==> config.mk <==
export PLATFORM = sky130hd
export DESIGN_NAME = multicycle_ctrl
export DESIGN_NICKNAME = d
export VERILOG_FILES = /design/src/rtl/mips_ctrl_pkg.sv /design/src/rtl/ctrl_decode.sv /design/src/rtl/multicycle_ctrl.sv
export SDC_FILE = /design/constraint.sdc
export NUM_CORES = 1
export LEC_CHECK = 0
export CAP_MARGIN = 20
export CORE_MARGIN = 2
export CORE_UTILIZATION = 49
export DETAILED_ROUTE_END_ITERATION = 16
export PLACE_DENSITY = 0.9
export SYNTH_ARGS = -nofsm -noshare
export SYNTH_HDL_FRONTEND = slang
export SYNTH_SLANG_ARGS = --single-unit
==> constraint.sdc <==
create_clock -name clk -period 3.1 [get_ports clk]
set_input_delay 0.31 -clock clk [delete_from_list [all_inputs] [get_ports clk]]
set_output_delay 0.31 -clock clk [all_outputs]
set_load 0.02 [all_outputs]
==> src/rtl/mips_ctrl_pkg.sv <==
`default_nettype none
// ============================================================================
// Module   : mips_ctrl_pkg
// Brief    : State, opcode and mux-select encodings for the multicycle MIPS control.
// Revision : 1.0
// ============================================================================
package mips_ctrl_pkg;

   typedef enum logic [3:0] {
      S_FETCH    = 4'd0,
      S_DECODE   = 4'd1,
      S_MEMADR   = 4'd2,
      S_MEMRD    = 4'd3,
      S_MEMWB    = 4'd4,
      S_MEMWR    = 4'd5,
      S_RTYPE_EX = 4'd6,
      S_ALUWB    = 4'd7,
      S_BRANCH   = 4'd8,
      S_IEXEC    = 4'd9,
      S_JUMP     = 4'd10,
      S_JAL      = 4'd11,
      S_JR       = 4'd12
   } state_t;

   localparam logic [5:0] OP_RTYPE = 6'b000000;
   localparam logic [5:0] OP_LW    = 6'b100011;
   localparam logic [5:0] OP_SW    = 6'b101011;
   localparam logic [5:0] OP_BEQ   = 6'b000100;
   localparam logic [5:0] OP_BNE   = 6'b000101;
   localparam logic [5:0] OP_ADDI  = 6'b001000;
   localparam logic [5:0] OP_ORI   = 6'b001101;
   localparam logic [5:0] OP_J     = 6'b000010;
   localparam logic [5:0] OP_JAL   = 6'b000011;
   localparam logic [5:0] FN_JR    = 6'b001000;

   localparam logic [1:0] PC_SRC_ALU    = 2'b00;
   localparam logic [1:0] PC_SRC_ALUOUT = 2'b01;
   localparam logic [1:0] PC_SRC_JUMP   = 2'b10;
   localparam logic [1:0] PC_SRC_REGA   = 2'b11;

   localparam logic [1:0] REG_DST_RT = 2'b00;
   localparam logic [1:0] REG_DST_RD = 2'b01;
   localparam logic [1:0] REG_DST_RA = 2'b10;

   localparam logic [1:0] M2R_ALUOUT = 2'b00;
   localparam logic [1:0] M2R_MDR    = 2'b01;
   localparam logic [1:0] M2R_PC     = 2'b10;

   localparam logic [1:0] ALUB_REGB  = 2'b00;
   localparam logic [1:0] ALUB_FOUR  = 2'b01;
   localparam logic [1:0] ALUB_IMM   = 2'b10;
   localparam logic [1:0] ALUB_IMMSH = 2'b11;

   localparam logic [1:0] ALUOP_ADD   = 2'b00;
   localparam logic [1:0] ALUOP_SUB   = 2'b01;
   localparam logic [1:0] ALUOP_FUNCT = 2'b10;
   localparam logic [1:0] ALUOP_OR    = 2'b11;

   typedef struct packed {
      logic       pc_we;
      logic [1:0] pc_src;
      logic       iord;
      logic       mem_re;
      logic       mem_we;
      logic       ir_we;
      logic [1:0] reg_dst;
      logic [1:0] mem_to_reg;
      logic       reg_we;
      logic       alu_src_a;
      logic [1:0] alu_src_b;
      logic [1:0] alu_op;
      logic       illegal;
   } ctrl_t;

   localparam ctrl_t CTRL_IDLE = '0;

endpackage : mips_ctrl_pkg
`default_nettype wire

==> src/rtl/ctrl_decode.sv <==
`default_nettype none
// ============================================================================
// Module   : ctrl_decode
// Brief    : Combinational next-state and output decode for multicycle_ctrl.
// Revision : 1.0
// ============================================================================
module ctrl_decode
   import mips_ctrl_pkg::*;
(
   input  state_t     i_state,
   input  logic [5:0] i_opcode,
   input  logic [5:0] i_funct,
   input  logic [5:0] i_opcode_q,
   input  logic [5:0] i_funct_q,
   input  logic       i_from_rtype,
   input  logic       i_zero,
   input  logic       i_mem_ready,
   output ctrl_t      o_ctrl,
   output state_t     o_next
);

   logic [5:0] w_op;
   logic [5:0] w_fn;

   // Live IR only matters in DECODE; every later state uses the latched copy.
   assign w_op = (i_state == S_DECODE) ? i_opcode : i_opcode_q;
   assign w_fn = (i_state == S_DECODE) ? i_funct  : i_funct_q;

   always_comb begin
      o_ctrl = CTRL_IDLE;
      o_next = S_FETCH;
      case (i_state)
         S_FETCH: begin
            o_ctrl.mem_re    = 1'b1;
            o_ctrl.alu_src_b = ALUB_FOUR;
            o_ctrl.ir_we     = i_mem_ready;
            o_ctrl.pc_we     = i_mem_ready;
            o_next           = i_mem_ready ? S_DECODE : S_FETCH;
         end
         S_DECODE: begin
            o_ctrl.alu_src_b = ALUB_IMMSH;
            case (w_op)
               OP_LW, OP_SW:     o_next = S_MEMADR;
               OP_RTYPE:         o_next = (w_fn == FN_JR) ? S_JR : S_RTYPE_EX;
               OP_BEQ, OP_BNE:   o_next = S_BRANCH;
               OP_ADDI, OP_ORI:  o_next = S_IEXEC;
               OP_J:             o_next = S_JUMP;
               OP_JAL:           o_next = S_JAL;
               default: begin
                  o_next         = S_FETCH;
                  o_ctrl.illegal = 1'b1;
               end
            endcase
         end
         S_MEMADR: begin
            o_ctrl.alu_src_a = 1'b1;
            o_ctrl.alu_src_b = ALUB_IMM;
            o_next           = (w_op == OP_SW) ? S_MEMWR : S_MEMRD;
         end
         S_MEMRD: begin
            o_ctrl.mem_re = 1'b1;
            o_ctrl.iord   = 1'b1;
            o_next        = i_mem_ready ? S_MEMWB : S_MEMRD;
         end
         S_MEMWB: begin
            o_ctrl.reg_we     = 1'b1;
            o_ctrl.reg_dst    = REG_DST_RT;
            o_ctrl.mem_to_reg = M2R_MDR;
         end
         S_MEMWR: begin
            o_ctrl.mem_we = 1'b1;
            o_ctrl.iord   = 1'b1;
            o_next        = i_mem_ready ? S_FETCH : S_MEMWR;
         end
         S_RTYPE_EX: begin
            o_ctrl.alu_src_a = 1'b1;
            o_ctrl.alu_src_b = ALUB_REGB;
            o_ctrl.alu_op    = ALUOP_FUNCT;
            o_next           = S_ALUWB;
         end
         S_ALUWB: begin
            o_ctrl.reg_we     = 1'b1;
            o_ctrl.mem_to_reg = M2R_ALUOUT;
            o_ctrl.reg_dst    = i_from_rtype ? REG_DST_RD : REG_DST_RT;
         end
         S_BRANCH: begin
            o_ctrl.alu_src_a = 1'b1;
            o_ctrl.alu_src_b = ALUB_REGB;
            o_ctrl.alu_op    = ALUOP_SUB;
            o_ctrl.pc_src    = PC_SRC_ALUOUT;
            o_ctrl.pc_we     = (w_op == OP_BNE) ? ~i_zero : i_zero;
         end
         S_IEXEC: begin
            o_ctrl.alu_src_a = 1'b1;
            o_ctrl.alu_src_b = ALUB_IMM;
            o_ctrl.alu_op    = (w_op == OP_ORI) ? ALUOP_OR : ALUOP_ADD;
            o_next           = S_ALUWB;
         end
         S_JUMP: begin
            o_ctrl.pc_we  = 1'b1;
            o_ctrl.pc_src = PC_SRC_JUMP;
         end
         S_JAL: begin
            // PC already holds PC+4 here, so link and jump share one cycle.
            o_ctrl.reg_we     = 1'b1;
            o_ctrl.reg_dst    = REG_DST_RA;
            o_ctrl.mem_to_reg = M2R_PC;
            o_ctrl.pc_we      = 1'b1;
            o_ctrl.pc_src     = PC_SRC_JUMP;
         end
         S_JR: begin
            o_ctrl.pc_we  = 1'b1;
            o_ctrl.pc_src = PC_SRC_REGA;
         end
         default: begin
            o_ctrl = CTRL_IDLE;
            o_next = S_FETCH;
         end
      endcase
   end

endmodule : ctrl_decode
`default_nettype wire

==> src/rtl/multicycle_ctrl.sv <==
`default_nettype none
// ============================================================================
// Module   : multicycle_ctrl
// Brief    : Multicycle MIPS control FSM: state/decode-latch registers and outputs.
// Revision : 1.0
// ============================================================================
module multicycle_ctrl
   import mips_ctrl_pkg::*;
(
   input  logic       clk,
   input  logic       rst_n,
   input  logic [5:0] opcode,
   input  logic [5:0] funct,
   input  logic       zero,
   input  logic       mem_ready,
   output logic       pc_we,
   output logic [1:0] pc_src,
   output logic       iord,
   output logic       mem_re,
   output logic       mem_we,
   output logic       ir_we,
   output logic [1:0] reg_dst,
   output logic [1:0] mem_to_reg,
   output logic       reg_we,
   output logic       alu_src_a,
   output logic [1:0] alu_src_b,
   output logic [1:0] alu_op,
   output logic       illegal,
   output logic [3:0] state
);

   state_t     r_state;
   logic [5:0] r_opcode;
   logic [5:0] r_funct;
   logic       r_from_rtype;

   state_t     w_next;
   ctrl_t      w_ctrl;
   ctrl_t      w_out;

   ctrl_decode u_decode (
      .i_state      (r_state),
      .i_opcode     (opcode),
      .i_funct      (funct),
      .i_opcode_q   (r_opcode),
      .i_funct_q    (r_funct),
      .i_from_rtype (r_from_rtype),
      .i_zero       (zero),
      .i_mem_ready  (mem_ready),
      .o_ctrl       (w_ctrl),
      .o_next       (w_next)
   );

   always_ff @(posedge clk or negedge rst_n) begin
      if (!rst_n) begin
         r_state      <= S_FETCH;
         r_opcode     <= '0;
         r_funct      <= '0;
         r_from_rtype <= 1'b0;
      end else begin
         r_state <= w_next;
         if (r_state == S_DECODE) begin
            r_opcode     <= opcode;
            r_funct      <= funct;
            r_from_rtype <= (opcode == OP_RTYPE);
         end
      end
   end

   // FETCH would otherwise drive mem_re while reset is held.
   assign w_out = rst_n ? w_ctrl : CTRL_IDLE;

   assign pc_we      = w_out.pc_we;
   assign pc_src     = w_out.pc_src;
   assign iord       = w_out.iord;
   assign mem_re     = w_out.mem_re;
   assign mem_we     = w_out.mem_we;
   assign ir_we      = w_out.ir_we;
   assign reg_dst    = w_out.reg_dst;
   assign mem_to_reg = w_out.mem_to_reg;
   assign reg_we     = w_out.reg_we;
   assign alu_src_a  = w_out.alu_src_a;
   assign alu_src_b  = w_out.alu_src_b;
   assign alu_op     = w_out.alu_op;
   assign illegal    = w_out.illegal;
   assign state      = r_state;

endmodule : multicycle_ctrl
`default_nettype wire
# Word level (Yosys, flattened, before mapping)
# Index checks and enable logic that the tools add are counted.
# word_totals
latch_bits,0
in_bits,16
mem_count,0
mem_bits_rw,0
rom_bits,0
register_bits,17
# classes
n_mul,0
div_mod_pow,0
n_bitwise,1
order_cmp,0
muxes,25
n_addsub,0
n_shift,0
eq_ne,21
n_reduce_logical,14
# op_table
operator,n
$pmux 4 s6,2
$eq 4x4->1 const B,5
$eq 6x4->1 const B,3
$mux 18,1
$pmux 2 s3,3
$eq 4x3->1 const B,4
$reduce_or 2->1,8
$pmux 5 s3,1
$eq 6x2->1 const B,2
$eq 6x3->1 const B,2
$eq 6x6->1 const B,2
$logic_not 6->1,2
$mux 6,2
$mux 1,10
$mux 3,3
$reduce_or 9->1,1
$eq 4x2->1 const B,2
$eq 4x1->1 const B,1
$logic_not 4->1,1
$mux 4,1
$reduce_or 4->1,1
$pmux 1 s3,1
$reduce_or 3->1,1
$mux 2,1
$not 1->1,1

# Depth between registers and ports, before layout
# Gate-level depths: netlist of run 1.
# logic_depth
ltp_word,7
mapped_depth,6
ltp_nobuf,4

# Hierarchy
# Synthesis of run 1 repeated with hierarchy kept, for this count alone.
# hier_totals
hier_cells,154
area_unflattened_um2,1401.3
# by_module_without_submodules
module,seq_area_each_um2,cells_per_inst,instances,area_per_inst_um2
multicycle_ctrl,425.4,55,1,735.7
ctrl_decode,0.0,99,1,665.6

# Worst setup path before layout of run 1
# Ideal clock, no wire load.
# synth_path
path_type,flip-flop to output port
from,"register r_state[1], in the netlist state[1]"
to,output alu_op[0]
arrival_ps,2186
n_path_buf,2
stages_incl_launch_ff,7
required_time_ps,2790
slack_ps,604
cell_sequence,dfrtp_1 -> buf_6 -> or4b_1 -> buf_2 -> nor3_1 -> nor2_1 -> a2111oi_2
# synth_via
elab_chain_len,6
elab_cells_between_ends,9
classes_between,eq/ne: 5; mux: 4
# synth_lines
item,line,source
from (decl),multicycle_ctrl.sv:32,state_t r_state;
from (signal assigned),multicycle_ctrl.sv:61,r_state <= w_next;
$eq 4x1->1,ctrl_decode.sv:26,assign w_op = (i_state == S_DECODE) ? i_opcode : i_opcode_q;
$mux 6,ctrl_decode.sv:26,
$eq 6x4->1,ctrl_decode.sv:96,o_ctrl.alu_op = (w_op == OP_ORI) ? ALUOP_OR : ALUOP_ADD;
$mux 2,ctrl_decode.sv:96,
$pmux 2 s3 *,ctrl_decode.sv:32,case (i_state)
$mux 18 *,multicycle_ctrl.sv:71,assign w_out = rst_n ? w_ctrl : CTRL_IDLE;
to (decl),multicycle_ctrl.sv:27,"output logic [1:0] alu_op,"
# Every way passes the cells marked *; elsewhere a longest branch is shown, timed or not.

# Worst setup path after layout of run 1
# layout_path
from,register r_opcode[3]
to,output pc_we
# layout_via
elab_chain_len,5
# layout_lines
item,line,source
from (decl),multicycle_ctrl.sv:33,logic [5:0] r_opcode;
from (signal assigned),multicycle_ctrl.sv:63,r_opcode <= opcode;
$mux 6,ctrl_decode.sv:26,
$eq 6x3->1,ctrl_decode.sv:91,o_ctrl.pc_we = (w_op == OP_BNE) ? ~i_zero : i_zero;
$mux 1,ctrl_decode.sv:91,
$pmux 1 s3,ctrl_decode.sv:32,
$mux 18,multicycle_ctrl.sv:71,
to (decl),multicycle_ctrl.sv:16,"output logic pc_we,"
# Every way passes these cells.

==> flow_summary.yaml, run 1 <==
status:
  outcome: "finished, final reports clean"
floorplanning:
  die_height_um: 53.5
  fp.coreArea_um2: 2250
  initial_utilization: 0.532
  count_of_standard_cell_rows: 17
  dieArea_um2: 2860
  die_w_um: 53.5
  design.portCount: 38
final_layout:
  final_area_um2: 1660
  num_antenna_cells: 0
  number_of_fill_cells_in_the_layout: 183
  layout_commonest_cell: "clkdlybuf4s50_1"
  post-route-util: 0.734
  final_cell_mix: "clkdlybuf4s50_1 (34), nand2_1 (26), nor2_1 (17), buf_4 (11), dfrtp_1 (11)"
  post_route_cells_drive_above_1_share: 0.113
  area_delta_synth_final_pct: 38.0
  final_net_count: 220
drt:
  first_pass_iters: 7
  routed_wire_length_per_instance_um: 15.5
  post_drt_via_cell_ratio: 6.10
  remaining_drc_errors: 0
  antenna_left: 0
  dr_total_vias: 1410
  drt-initial-drc-count: 84
  drt-total-wl_um: 3570
sta:
  setup_clock_skew_after_layout_ns: 0.000636
  fin_crit_ns: 2.87
  totalNegativeSetupSlack_ns: 0
  report.final.slew_viol_count: 0
  max_slew.worst_pin.slew_ns: 0.561
  grt_setup_unrepaired: "false"
  report.final.setup_viol: 0
  final_hold_vio_count: 0
  final_min_period_over_clock_period: 0.926
  relSlewSlack: 0.616
  fmax_ghz: 0.348
hold_path:
  timing.hold.worst.class: "input port to asynchronous set/reset pin"
global_routing:
  grt_pass1_vias: 1224
  track_usage: 0.273
  grt_antenna_before_repair: 0
  grt_max_degree: 22
  global_route_wire_length_before_repair_um: 5710
  global_route.overflow_total: 0
synthesis:
  synth_flop_cell: "dfrtp_1"
  top_cells_by_area_synth: "dfrtp_1 (23%), nand2_1 (8.1%), nor2_1 (5.3%), nand2b_1 (5.2%), clkbuf_1 (3.8%)"
  syn_avg_cell_area_um2: 7.19
  synth_sequential_area_ratio: 0.229
  synthArstFlopShare: 1.00
  netlist.area_leader.share: 0.229
  post_synthesis_register_bit_count: 11
  syn_area_um2: 1200
  synth_edf_count: 0
  synth_nets: 183
  yosysUniqueCellTypes: 52
  yosys_warnings: 0
  synthesis.instances: 167
  synth.largest_area_cell: "dfrtp_1"
critical_path:
  worst_setup_path_end_kind: "output pin"
  cp_data_arrival_time_ns: 2.56
  regToRegStartpoint: "state[3]$_DFF_PN0_"
  critical_path_peak_fanout: 10
  critical_path.startpoint: "r_opcode[3]$_DFF_PN0_"
  criticalPathCategory: "flop to output pin"
  timing.critical_path.from_type: "flop"
  worst_ep_required_time_ns: 2.79
cts:
  insertion_delay_ns: 0.28
  htree_num_levels: 1
  clk_transition_reported_paths_ns: 0.08
  cts_num_sinks: 11
  cts_buffers: 3
  cts-root-buf: "clkbuf_4"
  cts-hold-fix-buffers: 0
  clock_tree_from_tritoncts: "built"
  post-cts-setup-buffer-count: 0
  ctsLongestPathBuffers: 2
run:
  maxCapViolCount: 0
pwr:
  power-per-cell-area_nw_per_um2: 725
  design_power_total_mw: 1.20
  power_switching_mw: 0.588
  pwr-share-seq: 0.226
  swShare: 0.490
  int_power_mw: 0.612
  vdd.ir_drop.worst_uv: 596
  power_leakage_nw: 0.655
  power_frac_clock: 0.087
  fraction_of_power_consumed_by_combinational_cells: 0.687
placement:
  place_congestion: 0.901
  placed_area_um2: 1620
  numPortBuffers: 37
  place_hpwl_um: 2790
[repair_timing]
action / CTS / global route
hold endpoints to repair: 0 / 0
pin swaps: 0 / 0
gates resized for setup: 1 / 3
setup endpoints to repair: 1 / 2
[sequential cells by signal, summed over array words and instances (netlist names)]
signal / count
r_opcode: 6
state: 4
r_from_rtype: 1
[area by class of cell]
type                       instances  area (um2)  area share
multi-input combinational        136         846       0.511
inverter                           4        15.0     0.00907
clock buffer                       3        22.5      0.0136
clock inverter                     1        5.00     0.00302
sequential                        11         275       0.166
timing repair buffer              48         457       0.276
tap                               28        35.0      0.0212
[worst max-delay path, cell delays in order, from the launching register on]
cell and delay, ns:
dfrtp_1 0.48, or4b_1 0.52, or4_1 0.48, a2111o_1 0.40
nand3_1 0.08, dlygate4sd2_1 0.33
[routing by layer]
layer / up-vias / part of all wire / global-route usage
met5: - / 0 / 0
met4: 0 / 0.020 / 0.0940
met3: 13 / 0.086 / 0.0254
met2: 82 / 0.50 / 0.479
met1: 635 / 0.40 / 0.345
li1: 680 / - / -
[cell usage after synthesis (3+ instances only)]
master    count
nand3_1       7
a21oi_1       5
clkbuf_1     12
nor3_1        6
nand3b_1      3
dfrtp_1      11
nand2_1      26
nand2b_1     10
o21a_1        3
o21ai_0       5
or3_1         7
inv_1         4
nor2_1       17
or3b_2        3
[cells by family after synthesis]
family	share of synthesized area
buf+inv	0.0730
mux	0.0167
compound gates	0.212
xor+xnor	0.00730
simple gates	0.462
flops	0.229
[final timing paths]
path	cells past startpoint	endpoint	slack, ns
min in group clk	2	r_from_rtype$_DFFE_PN0P_	0.49
min	1	state[3]$_DFF_PN0_	0.32
max reg2reg	5	state[2]$_DFF_PN0_	0.95
min reg2reg	2	r_from_rtype$_DFFE_PN0P_	0.49
max in group asynchronous	2	r_opcode[0]$_DFF_PN0_	2.26
max	5	pc_we	0.23
[stage by stage]
| step | instances | setup slack [ns] | hold slack, ns |
|---|---|---|---|
| after floorplan | 167 | 0.604 | 0.0144 |
| after global placement | 227 | 0.229 | 0.464 |
| after detailed placement | 227 | 0.173 | 0.465 |
| after CTS | 231 | 0.0193 | 0.318 |
| after global routing | 231 | 0.143 | 0.335 |
| final | 231 | 0.230 | 0.325 |
[power groups by stage]
stage	logic [mW]	clock network [mW]	registers, mW
2_1_floorplan	0.509	0	0.277
3_3_place_gp	0.791	0	0.263
3_5_place_dp	0.807	0	0.268
4_1_cts	0.809	0.107	0.265
5_1_grt	0.895	0.114	0.279
6_report	0.825	0.105	0.271
Note: power is estimated with default switching activity, not from simulation.
==> run 2: changes to the inputs <==
--- a/config.mk
+++ b/config.mk
@@ -5,7 +5,8 @@
 export SDC_FILE = /design/constraint.sdc
 export NUM_CORES = 1
 export LEC_CHECK = 0
-export CAP_MARGIN = 20
+export ABC_CLOCK_PERIOD_IN_PS = 3100
+export CAP_MARGIN = 0
 export CORE_MARGIN = 2
 export CORE_UTILIZATION = 49
 export DETAILED_ROUTE_END_ITERATION = 16
@@ -13,3 +14,4 @@
 export SYNTH_ARGS = -nofsm -noshare
 export SYNTH_HDL_FRONTEND = slang
 export SYNTH_SLANG_ARGS = --single-unit
+export TNS_END_PERCENT = 50
==> results of run 2 <==
Same layout as run 1: the final DEF is identical, and so are final timing and power.
==> run 3: changes to the inputs <==
--- a/config.mk
+++ b/config.mk
@@ -11,6 +11,7 @@
 export CORE_UTILIZATION = 49
 export DETAILED_ROUTE_END_ITERATION = 16
 export PLACE_DENSITY = 0.9
+export SKIP_LAST_GASP = 1
 export SYNTH_ARGS = -nofsm -noshare
 export SYNTH_HDL_FRONTEND = slang
 export SYNTH_SLANG_ARGS = --single-unit
==> run 3 against run 2 <==
  * Power rose by 0.38%
  * Via count rose by 0.50%
  * Combinational power barely moved
  * Non-clock buffer count did not move
  * Die area did not move
  * First-iteration DRC count fell by 2.4%
  * Critical path type unchanged
  * Largest cell class unchanged
  * Highest routed layer unchanged
==> flow_summary.yaml, run 3 (same netlist as run 1, synthesis figures left out) <==
status:
  outcome: "finished, final reports clean"
placement:
  placed_area_um2: 1620
  numPortBuffers: 37
  place_hpwl_um: 2790
  dp_cells: 227
  place_congestion: 0.901
global_routing:
  track_usage: 0.273
  global_route_wire_length_before_repair_um: 5710
  grt_max_degree: 22
  global_route.overflow_total: 0
  grt_pass1_vias: 1224
  grt_antenna_before_repair: 0
floorplanning:
  die_height_um: 53.5
  design.portCount: 38
  dieArea_um2: 2860
  initial_utilization: 0.532
  fp.coreArea_um2: 2250
  count_of_standard_cell_rows: 17
  die_w_um: 53.5
critical_path:
  cp_data_arrival_time_ns: 2.70
  worst-r2r-setup-slack_ns: 0.95
  timing.critical_path.from_type: "flop"
  critical_path_peak_fanout: 8
  worst_setup_path_end_kind: "output pin"
  criticalPathCategory: "flop to output pin"
  worst_ep_required_time_ns: 2.79
pwr:
  power_frac_clock: 0.090
  fraction_of_power_consumed_by_combinational_cells: 0.685
  power-per-cell-area_nw_per_um2: 729
  design_power_total_mw: 1.20
  power_leakage_nw: 0.638
  pwr-share-seq: 0.225
  vdd.ir_drop.worst_uv: 598
  power_switching_mw: 0.591
  swShare: 0.491
  int_power_mw: 0.613
drt:
  drt-total-wl_um: 3590
  post_drt_via_cell_ratio: 6.13
  remaining_drc_errors: 0
  routed_wire_length_per_instance_um: 15.5
  dr_total_vias: 1417
  antenna_left: 0
  drt-initial-drc-count: 82
  first_pass_iters: 5
final_layout:
  largest_register_ffs: 6
  post-route-util: 0.733
  stdcell_count: 231
  final_net_count: 220
  area_delta_synth_final_pct: 37.7
  final_cell_mix: "clkdlybuf4s50_1 (35), nand2_1 (26), nor2_1 (17), buf_4 (11), dfrtp_1 (11)"
  final_area_um2: 1650
  largest-register: "r_opcode"
  post_route_cells_drive_above_1_share: 0.113
  num_antenna_cells: 0
  layout_commonest_cell: "clkdlybuf4s50_1"
  number_of_fill_cells_in_the_layout: 185
sta:
  report.final.slew_viol_count: 0
  final_min_period_over_clock_period: 0.971
  hold_slack_ns: 0.316
  grt_setup_unrepaired: "true"
  max_slew.worst_pin.slew_ns: 0.574
  setup_clock_skew_after_layout_ns: 0.000549
  report.final.setup_viol: 0
  relSlewSlack: 0.607
  fin_crit_ns: 3.01
  final_hold_vio_count: 0
  fmax_ghz: 0.332
cts:
  post-cts-setup-buffer-count: 0
  clk_transition_reported_paths_ns: 0.08
  cts_num_sinks: 11
  ctsLongestPathBuffers: 2
  cts-hold-fix-buffers: 0
  clock_tree_from_tritoncts: "built"
  insertion_delay_ns: 0.29
  htree_num_levels: 1
  cts_buffers: 3
  cts-root-buf: "clkbuf_4"
run:
  maxCapViolCount: 0
hold_path:
  timing.hold.worst.class: "input port to asynchronous set/reset pin"
-- run 3: changes by cell type in the layout (fill, tap and decap cells not counted), sizes merged --
cell,previous run,this run
clkdlybuf4s50,34,35
dlymetal6s2s,2,1
-- run 3: critical path: stages (launching register included) --
cell and delay, ns:
dfrtp_1 0.45, nor4b_4 0.38, buf_4 0.22, a2111oi_0 0.08, or3_1 0.34, a211oi_1 0.28
clkdlybuf4s50_1 0.65
-- run 3: what timing repair did --
action	4_1_cts	5_1_grt
setup endpoints to repair	1	2
hold endpoints to repair	0	0
gates resized for setup	1	2
-- run 3: path summary, 6_finish.rpt --
kind / startpoint / cells past startpoint / endpoint
max: state[3]$_DFF_PN0_ / 6 / illegal
min: rst_n / 1 / state[1]$_DFF_PN0_
max reg2reg: state[3]$_DFF_PN0_ / 5 / state[2]$_DFF_PN0_
min reg2reg: r_from_rtype$_DFFE_PN0P_ / 2 / r_from_rtype$_DFFE_PN0P_
max in group asynchronous: rst_n / 2 / r_opcode[0]$_DFF_PN0_
min in group clk: r_from_rtype$_DFFE_PN0P_ / 2 / r_from_rtype$_DFFE_PN0P_
-- run 3: power by group through the flow --
| stage | Combinational [mW] | Sequential, mW | Clock, mW |
|---|---|---|---|
| detailed placement | 0.807 | 0.268 | 0 |
| floorplan | 0.509 | 0.277 | 0 |
| CTS | 0.809 | 0.265 | 0.107 |
| finish | 0.825 | 0.271 | 0.108 |
| global route | 0.897 | 0.279 | 0.114 |
| global placement | 0.791 | 0.263 | 0 |
-- run 3: layout make-up --
| class | count | area, um2 | share of cell area |
|---|---|---|---|
| Multi-Input combinational cell | 136 | 846 | 0.512 |
| Timing Repair Buffer | 48 | 454 | 0.275 |
| Sequential cell | 11 | 275 | 0.167 |
| Tap cell | 28 | 35.0 | 0.0212 |
| Clock buffer | 3 | 22.5 | 0.0136 |
| Inverter | 4 | 15.0 | 0.00908 |
| Clock inverter | 1 | 5.00 | 0.00303 |
-- run 3: stage by stage --
step                setup TNS [ns]  worst slack, ns
floorplan                        0            0.604
detailed placement               0            0.173
CTS                              0           0.0193
finish                           0           0.0914
global placement                 0            0.229
global route               -0.0186          -0.0186
-- run 3: metal layers --
metal / GRT usage / share of wire / up-vias
li1: - / - / 680
met1: 0.345 / 0.40 / 636
met2: 0.479 / 0.50 / 89
met3: 0.0254 / 0.084 / 12
met4: 0.0940 / 0.023 / 0
met5: 0 / 0 / -
